File: src/rtl/morse_symbol_sequencer.sv
// Morse keying engine: one letter per valid/ready handshake; optional inter-letter gap via MORSE_SEQ_LETTER_GAP_EN.
// Latency: led/busy 1 cycle after accept. Backpressure: in_ready low while a letter is in flight or abort is high.
module morse_symbol_sequencer #(
    parameter int MAX_LEN     = 8,
    parameter int LEN_W       = $clog2(MAX_LEN + 1),
    parameter int UNIT_CYCLES = 25_000_000,
    parameter int DASH_UNITS  = 3,
    parameter int GAP_UNITS   = 3
) (
    input  logic               clock,
    input  logic               reset,
    input  logic               in_valid,
    output logic               in_ready,
    input  logic [MAX_LEN-1:0] in_pattern,
    input  logic [LEN_W-1:0]   in_length,
    input  logic               abort,
    output logic               led,
    output logic               busy,
    output logic               done
);

    localparam int CW   = (UNIT_CYCLES > 1) ? $clog2(UNIT_CYCLES) : 1;
    localparam int UMAX = (DASH_UNITS > GAP_UNITS) ? DASH_UNITS : GAP_UNITS;
    localparam int UW   = $clog2(UMAX);

    typedef enum logic [1:0] {
        S_IDLE,
        S_MARK,
`ifdef MORSE_SEQ_LETTER_GAP_EN
        S_GAP,
`endif
        S_SPACE
    } state_t;

    state_t             state_q, state_d;
    logic [MAX_LEN-1:0] pat_q, pat_d;
    logic [LEN_W-1:0]   rem_q, rem_d;
    logic [CW-1:0]      cyc_q, cyc_d;
    logic [UW-1:0]      unit_q, unit_d;
    logic               led_q, led_d;
    logic               busy_q, busy_d;
    logic               done_q, done_d;

    logic [LEN_W-1:0]   len_clamped;
    logic               unit_end;
    logic [CW-1:0]      cyc_next;
    logic [UW-1:0]      mark_last;

    assign in_ready = (state_q == S_IDLE) && !abort;
    assign led      = led_q;
    assign busy     = busy_q;
    assign done     = done_q;

    always_comb begin
        len_clamped = (in_length > LEN_W'(MAX_LEN)) ? LEN_W'(MAX_LEN) : in_length;
        unit_end    = (cyc_q == CW'(UNIT_CYCLES - 1));
        cyc_next    = unit_end ? '0 : cyc_q + CW'(1);
        mark_last   = pat_q[MAX_LEN-1] ? UW'(DASH_UNITS - 1) : '0;
    end

    always_comb begin
        state_d = state_q;
        pat_d   = pat_q;
        rem_d   = rem_q;
        cyc_d   = cyc_q;
        unit_d  = unit_q;
        done_d  = 1'b0;

        case (state_q)
            S_IDLE: begin
                if (in_valid && in_ready) begin
                    pat_d  = in_pattern;
                    rem_d  = len_clamped;
                    cyc_d  = '0;
                    unit_d = '0;
                    if (len_clamped == '0) begin
                        done_d = 1'b1;
                    end else begin
                        state_d = S_MARK;
                    end
                end
            end
            S_MARK: begin
                cyc_d = cyc_next;
                if (unit_end) begin
                    if (unit_q == mark_last) begin
                        unit_d  = '0;
                        state_d = S_SPACE;
                    end else begin
                        unit_d = unit_q + UW'(1);
                    end
                end
            end
            S_SPACE: begin
                cyc_d = cyc_next;
                if (unit_end) begin
                    pat_d = pat_q << 1;
                    rem_d = rem_q - LEN_W'(1);
                    if (rem_q == LEN_W'(1)) begin
`ifdef MORSE_SEQ_LETTER_GAP_EN
                        if (GAP_UNITS > 1) begin
                            state_d = S_GAP;
                        end else begin
                            state_d = S_IDLE;
                            done_d  = 1'b1;
                        end
`else
                        state_d = S_IDLE;
                        done_d  = 1'b1;
`endif
                    end else begin
                        state_d = S_MARK;
                    end
                end
            end
`ifdef MORSE_SEQ_LETTER_GAP_EN
            // Trailing symbol space already provided one unit of the gap.
            S_GAP: begin
                cyc_d = cyc_next;
                if (unit_end) begin
                    if (unit_q == UW'(GAP_UNITS - 2)) begin
                        unit_d  = '0;
                        state_d = S_IDLE;
                        done_d  = 1'b1;
                    end else begin
                        unit_d = unit_q + UW'(1);
                    end
                end
            end
`endif
            default: state_d = S_IDLE;
        endcase

        if (abort && (state_q != S_IDLE)) begin
            state_d = S_IDLE;
            pat_d   = '0;
            rem_d   = '0;
            cyc_d   = '0;
            unit_d  = '0;
            done_d  = 1'b0;
        end

        led_d  = (state_d == S_MARK);
        busy_d = (state_d != S_IDLE);
    end

    always_ff @(posedge clock or posedge reset) begin
        if (reset) begin
            state_q <= S_IDLE;
            pat_q   <= '0;
            rem_q   <= '0;
            cyc_q   <= '0;
            unit_q  <= '0;
            led_q   <= 1'b0;
            busy_q  <= 1'b0;
            done_q  <= 1'b0;
        end else begin
            state_q <= state_d;
            pat_q   <= pat_d;
            rem_q   <= rem_d;
            cyc_q   <= cyc_d;
            unit_q  <= unit_d;
            led_q   <= led_d;
            busy_q  <= busy_d;
            done_q  <= done_d;
        end
    end

endmodule

File: config.mk
export PLATFORM = sky130hd
export DESIGN_NAME = morse_symbol_sequencer
export DESIGN_NICKNAME = d
export VERILOG_FILES = /design/src/rtl/morse_symbol_sequencer.sv
export SDC_FILE = /design/constraint.sdc
export NUM_CORES = 1
export LEC_CHECK = 0
export ABC_AREA = 1
export BUFFER_PORTS_ARGS = -buffer_cell sky130_fd_sc_hd__buf_2
export CAP_MARGIN = 10
export CORE_MARGIN = 4
export CORE_UTILIZATION = 65
export CTS_CLUSTER_SIZE = 20
export DETAILED_ROUTE_END_ITERATION = 10
export GPL_TIMING_DRIVEN = 1
export PLACE_DENSITY = 0.84
export SYNTH_ARGS = -nofsm -noshare
export SYNTH_HDL_FRONTEND = slang
export SYNTH_SLANG_ARGS = --single-unit
File: constraint.sdc
create_clock -name clock -period 4.2 [get_ports clock]
set_clock_uncertainty 0.2 [all_clocks]
set_input_delay 0.21 -clock clock [delete_from_list [all_inputs] [get_ports clock]]
set_output_delay 0.21 -clock clock [all_outputs]
set_load 0.03 [all_outputs]
==> results of run 1 <==
-- Yosys cell counts --
library cell / count / share of area (%)
a21oi_1: 11 / 2.0
a31oi_1: 1 / 0.23
and2_1: 1 / 0.23
buf_4: 1 / 0.28
buf_6: 2 / 0.84
clkbuf_1: 2 / 0.28
clkinv_1: 1 / 0.14
dfrtp_1: 44 / 41
ha_1: 7 / 3.2
inv_1: 48 / 6.7
inv_2: 2 / 0.28
inv_4: 1 / 0.23
nand2_1: 77 / 11
nand2_2: 5 / 1.2
nand2_4: 1 / 0.42
nand3_1: 25 / 4.6
nand3_2: 3 / 1.1
nand4_1: 4 / 0.93
nor2_1: 64 / 8.9
nor2_2: 1 / 0.23
nor2_4: 3 / 1.3
nor3_1: 9 / 1.7
nor3_2: 1 / 0.37
nor3b_1: 1 / 0.28
o211ai_1: 1 / 0.28
o21a_1: 1 / 0.28
o21ai_0: 16 / 3.0
o21ai_1: 2 / 0.37
o21ai_2: 11 / 3.6
o22ai_1: 2 / 0.46
or2_0: 1 / 0.23
or2_2: 1 / 0.23
xnor2_1: 5 / 1.6
xor2_1: 9 / 2.9
-- state kept, by name (all words and copies together) (netlist names) --
signal / flops
state_q: 2
unit_q: 2
cyc_q: 25
done: 1
pat_q: 8
rem_q: 4
led: 1
busy: 1
-- cells in the final DEF, fill, tap and decap left out, types with 7 or more instances in the layout --
master and instances:
a21oi_1 11, buf_2 19, clkbuf_8 7, dfrtp_1 44
ha_1 7, inv_1 47, nand2_1 77, nand3_1 25
nor2_1 64, nor3_1 9, o21ai_0 16, o21ai_2 11
xor2_1 9
-- cell families (layout without fill, tap and decap cells) --
group | after synthesis | count (layout) | synth area share (%)
adders and majority gates | 7 | 7 | 3.250
AOI/OAI and AO/OA | 45 | 45 | 10.21
and+or+nand+nor | 197 | 197 | 32.41
buffers and inverters | 57 | 81 | 8.728
DFF | 44 | 44 | 40.85
xor gates and xnor gates | 14 | 14 | 4.550
-- through the flow --
| step | instances | utilization, % | instance area [µm²] | power, mW |
|---|---|---|---|---|
| 2_1_floorplan | 364 | - | 2695 | 0.9548 |
| 6_report | 438 | 73.98 | 2959 | 1.388 |
| 4_1_cts | 438 | 73.98 | 2959 | 1.397 |
| 3_3_place_gp | 429 | 70.57 | 2823 | 1.027 |
| 5_1_grt | 438 | 73.98 | 2959 | 1.492 |
| 3_5_place_dp | 429 | 70.57 | 2823 | 1.041 |
-- worst max-delay path, delay by kind of cell, from the launching register on --
family                     cells  cell delay, ps
DFF                            1             420
and+or+nand+nor                3             840
buffers and inverters          2             430
adders and majority gates      1             430
AOI/OAI and AO/OA              1              70
-- routing by layer --
metal | track usage (%) | routed length, µm | vias to the layer above
li1 | - | - | 1189
met1 | 30.92 | 2431 | 1097
met2 | 39.33 | 2730 | 61
met3 | 5.402 | 285 | 5
met4 | 7.992 | 61 | 0
met5 | 0 | 0 | -
-- final cells by class --
class                           count  area share [%]
Multi-Input combinational cell    263           45.92
Sequential cell                    44           37.21
Inverter                           52           6.681
Timing Repair Buffer               21           3.805
Clock buffer                        7           3.256
Tap cell                           50           2.114
Clock inverter                      1           1.015
-- power breakdown --
part	total [mW]	switching [mW]	internal [mW]
sequential	0.573	0.0631	0.510
clock	0.354	0.144	0.210
combinational	0.461	0.308	0.152
total	1.39	0.515	0.873
-- how the worst max path moves through the flow --
| stage | startpoint | to | slack [ps] | cells after the start |
|---|---|---|---|---|
| CTS | state_q[0] | pat_q[0] | 1660 | 7 |
| finish | state_q[0] | pat_q[2] | 1670 | 7 |
| global placement | state_q[0] | rem_q[2] | 1830 | 7 |
| global route | state_q[0] | pat_q[0] | 1440 | 7 |
| floorplan | state_q[0] | cyc_q[17] | 2270 | 11 |
| detailed placement | state_q[0] | pat_q[0] | 1700 | 7 |
==> results.toml, run 1 <==
[sta]
finalCriticalPeriod_ps = 2529
setup_ws_ps = 1671
hold_violations = 0
fmax_ghz = 0.3954
relSlewSlack_pct = 63.49
rsz0062_at_grt = "false"
drv_slew = 0
setup_viol = 0
hold_ws_ps = 37.52
fin_tns_setup_ps = 0
tightest_slew_ps = 547.6
period_share_pct = 60.22

[routing]
avgRoutedWirePerCell_um = 12.58
routed_wl_um = 5509
num_vias = 2352
viasPerCell = 5.370
first_pass_iters = 4
ant_nets = 0
route.detailed.drc = 0
drt_iter0_markers = 218

[worst_setup_path]
crit_fanout = 24
cpMostUsedCell = "inv_1"
crit_type = "flip-flop to flip-flop"
r2r.worst_path.cells = 7
r2r_start = "state_q[0]"
slowest_stage = "ha_1"
critPathCaptureType = "flip-flop"
crit_arrival_ps = 2500
crit_chain = "inv_1 > ha_1 > inv_1 > nand3_1 > nand3_2 > nand2_1 > o21ai_2"
r2r-end = "pat_q[2]"
cp.required_ps = 4170
reg2reg_setup_slack_ps = 1670
start_kind = "flip-flop"
max_stage_delay_ps = 430

[grt]
grt_first_pass_wirelength_um = 9811
grt_usage_pct = 23.79
grt_overflow = 0
grt_max_degree = 45
antenna_found_initial = 0
first_global_vias = 2295

[cells_and_area]
antennaDiodeCount = 0
nets = 410
drive_above_1_share_pct = 14.69
syn_to_final_growth_pct = 9.796
seq_area_mm2 = 0.001101
n_fill_cell = 332
multiInputGateArea_mm2 = 0.001359

[clocking]
cts_tree = "built"
cts_sinks = 44
clkSlewWorstSetupHoldPaths_ps = 90
cts_resized = 0
clockBufferDepth = 2
cts_inserted_buffers = 5
htree_levels = 2
clock_latency_ps = 300
ctsHoldBuffers = 1
cts_setup_buffers = 0
cts_root_buf = "clkbuf_8"

[place]
dp_hpwl_um = 3993
dp_slack_ps = 1703
gp_congestion = 0.8421
portBuffers = 19

[yosys]
synth.distinct_cells = 34
synth_seq_cells = 44
synth_nets = 387
avgSynthCellArea_um2 = 7.404
yosys_warnings = 0
synthCells = 364
ys_seq_area_share_pct = 40.85
synth.cell_area_mm2 = 0.002695

[floorplanning]
die_height_um = 72.39
die_width_um = 72.39
design.portCount = 20
dieArea_mm2 = 0.005240
start_util_pct = 67.38
row_count = 23
core_mm2 = 0.004000

[run]
max_cap_violations = 0

[pwr]
power_leakage_nw = 1.433
vdd_drop_max_v = 0.0003457
p_per_area_mw_per_mm2 = 468.9

[worst_hold_path]
min_from = "in_pattern[0]"
holdPathStages = 3
worst_hold_path.endpoint = "pat_q[0]"
min_path_type = "primary input to flip-flop"

[outcome]
outcome = "finished, final reports clean"
Note: power is estimated with default switching activity, not from simulation.
==> run 2: changes to the inputs <==
Settings changed: ABC_AREA 1 to 0, CORE_UTILIZATION 65 to 60, PLACE_DENSITY 0.84 to 0.79.
Clock period 4.2 ns to 2.6 ns, I/O delays scaled along.
==> run 2 against run 1 <==
Maximum frequency increased by 5.4%. Clock power grew 22%. Power up 55%. Die area grew 1.2%. Critical endpoint is now rem_q[0]. Largest cell class unchanged. Largest power group unchanged.
==> results.toml, run 2 <==
[pwr]
vdd_drop_max_v = 0.0003907
power_leakage_nw = 1.336
p_total_mw = 2.154
p_per_area_mw_per_mm2 = 718.6

[place]
placed_cell_area_mm2 = 0.002799
gp_congestion = 0.8991
dp_hpwl_um = 4108
dp_slack_ps = 133.2
portBuffers = 19
dpl.cell_count = 338

[clocking]
htree_levels = 2
cts_sinks = 44
cts_tree = "built"
cts_inserted_buffers = 5
clkSlewWorstSetupHoldPaths_ps = 90
clock_latency_ps = 290
cts_root_buf = "clkbuf_8"
clockBufferDepth = 2

[cells_and_area]
syn_to_final_growth_pct = 18.85
drive_above_1_share_pct = 18.30
antennaDiodeCount = 0
postLayoutCoreUtil_pct = 74.41
regMostFlops = "cyc_q"
final_common_cell = "dfrtp_1"
stdcell_area_mm2 = 0.002998
layout_common_cells = "dfrtp_1, nor2_1, buf_2, buf_4, xor2_1"
largest_reg_flops = 25
nets = 328
n_fill_cell = 301
top_regs = "cyc_q x25, pat_q x8, rem_q x4"
stdcell_count = 356

[yosys]
synth.distinct_cells = 51
yosys_warnings = 0
synth_largest_area_cell = "dfrtp_1"
synth_nets = 282
synthCells = 259
synth_simple_gate_area_share_pct = 22.67
synth.cell_area_mm2 = 0.002522
synth_seq_cells = 44
avgSynthCellArea_um2 = 9.739
ys_top_cells_by_area = "dfrtp_1, xor2_1, nor2_1"
synth_adder_area_share_pct = 3.472
ys_seq_area_share_pct = 43.65
synth.most_common_cell = "dfrtp_1"
synth_top_family_by_area = "simple AND/OR/NAND/NOR gates"
synth-main-ff-cell = "dfrtp_1"
synthXorXnorAreaFrac_pct = 7.292
synth_common_cells = "dfrtp_1, nor2_1, xor2_1, nand3_1, nand2_1"
synth-edff-count = 0
synth_async_sr_flop_share_pct = 100.0
synth_top_area_share_pct = 43.65
yosys-mux-area-fraction_pct = 3.571
synth_compound_area_share_pct = 15.67

[routing]
viasPerCell = 6.003
num_vias = 2137
ant_nets = 0
drt_iter0_markers = 231
routed_wl_um = 5853
route.detailed.drc = 0
avgRoutedWirePerCell_um = 16.44
first_pass_iters = 4

[sta]
relSlewSlack_pct = 53.36
hold_ws_ps = 27.57
hold_violations = 0
fmax_ghz = 0.4168
fin_tns_setup_ps = 0
rsz0062_at_grt = "false"
drv_slew = 0
setup_ws_ps = 200.7
tightest_slew_ps = 696.5
finalCriticalPeriod_ps = 2399
period_share_pct = 92.28
setup_viol = 0

[floorplanning]
die_height_um = 72.84
design.portCount = 20
dieArea_mm2 = 0.005306
start_util_pct = 62.61
die_width_um = 72.84
core_mm2 = 0.004029
row_count = 23

[worst_hold_path]
min_path_type = "primary input to flip-flop"

[worst_setup_path]
reg2reg_setup_slack_ps = 200
crit_arrival_ps = 2420
slowest_stage = "dfrtp_1"
crit_type = "flip-flop to flip-flop"
cp.required_ps = 2620
max_stage_delay_ps = 420
crit_chain = "ha_1 > and4b_1 > and4_1 > buf_4 > a311o_1 > nand2_1 > a2bb2oi_1"
start_kind = "flip-flop"
crit_fanout = 10
critPathCaptureType = "flip-flop"

[grt]
grt_overflow = 0
first_global_vias = 2141
grt_first_pass_wirelength_um = 9915
antenna_found_initial = 0
grt_max_degree = 32
grt_usage_pct = 23.91

[outcome]
outcome = "finished, final reports clean"

[run]
max_cap_violations = 0
==> run 2: layer usage <==
metal	track usage (%)	part of all wire [%]	vias to the layer above
li1	-	-	1029
met2	40.28	51	69
met4	8.197	1.8	0
met1	31.70	43	1026
met5	0	0	-
met3	3.168	4.9	13
==> run 2: worst paths after layout <==
path / from / endpoint / depth (start not counted)
setup / recovery: cyc_q[0] / rem_q[0] / 7
hold / removal: in_length[0] / rem_q[0] / 3
setup reg to reg: cyc_q[0] / rem_q[0] / 7
hold reg to reg: pat_q[0] / pat_q[0] / 1
max in group asynchronous: reset / cyc_q[16] / 4
min in group asynchronous: reset / pat_q[7] / 3
==> run 2: report_power, final <==
part           internal (mW)  leakage [nW]  switching, mW
Sequential             0.807         0.598          0.111
Clock                  0.190        0.0404          0.241
Combinational          0.341         0.698          0.463
Total                   1.34          1.34          0.815
==> run 2: final cells by class <==
type                            instances  area [µm²]  area share (%)
Clock buffer                            5       68.82           2.295
Clock inverter                          3       23.77          0.7930
Tap cell                               50       62.56           2.087
Multi-Input combinational cell        192        1335           44.53
Inverter                               13       48.80           1.628
Timing Repair Buffer                   49       357.8           11.94
Sequential cell                        44        1101           36.73
==> run 2: what timing repair did <==
item,CTS,global route
buffers inserted,0,0
hold buffers,10,0
endpoints found under the setup margin,0,14
hold endpoints to repair,22,0
gates resized for setup,0,2
==> run 2: kinds of logic after synthesis <==
group	after synthesis
XOR/XNOR	21
buffers and inverters	23
flip-flops	44
adder cells (fa/ha/maj)	7
multiplexers	9
AO/OA/AOI/OAI	50
AND/OR/NAND/NOR	105
==> run 2: worst max-delay path: cells and delay by family, from the launching register on <==
kind                     cells  cell delay (ps)
flip-flops                   1              420
AND/OR/NAND/NOR              3              750
AO/OA/AOI/OAI                2              560
adder cells (fa/ha/maj)      1              250
buffers and inverters        1              160
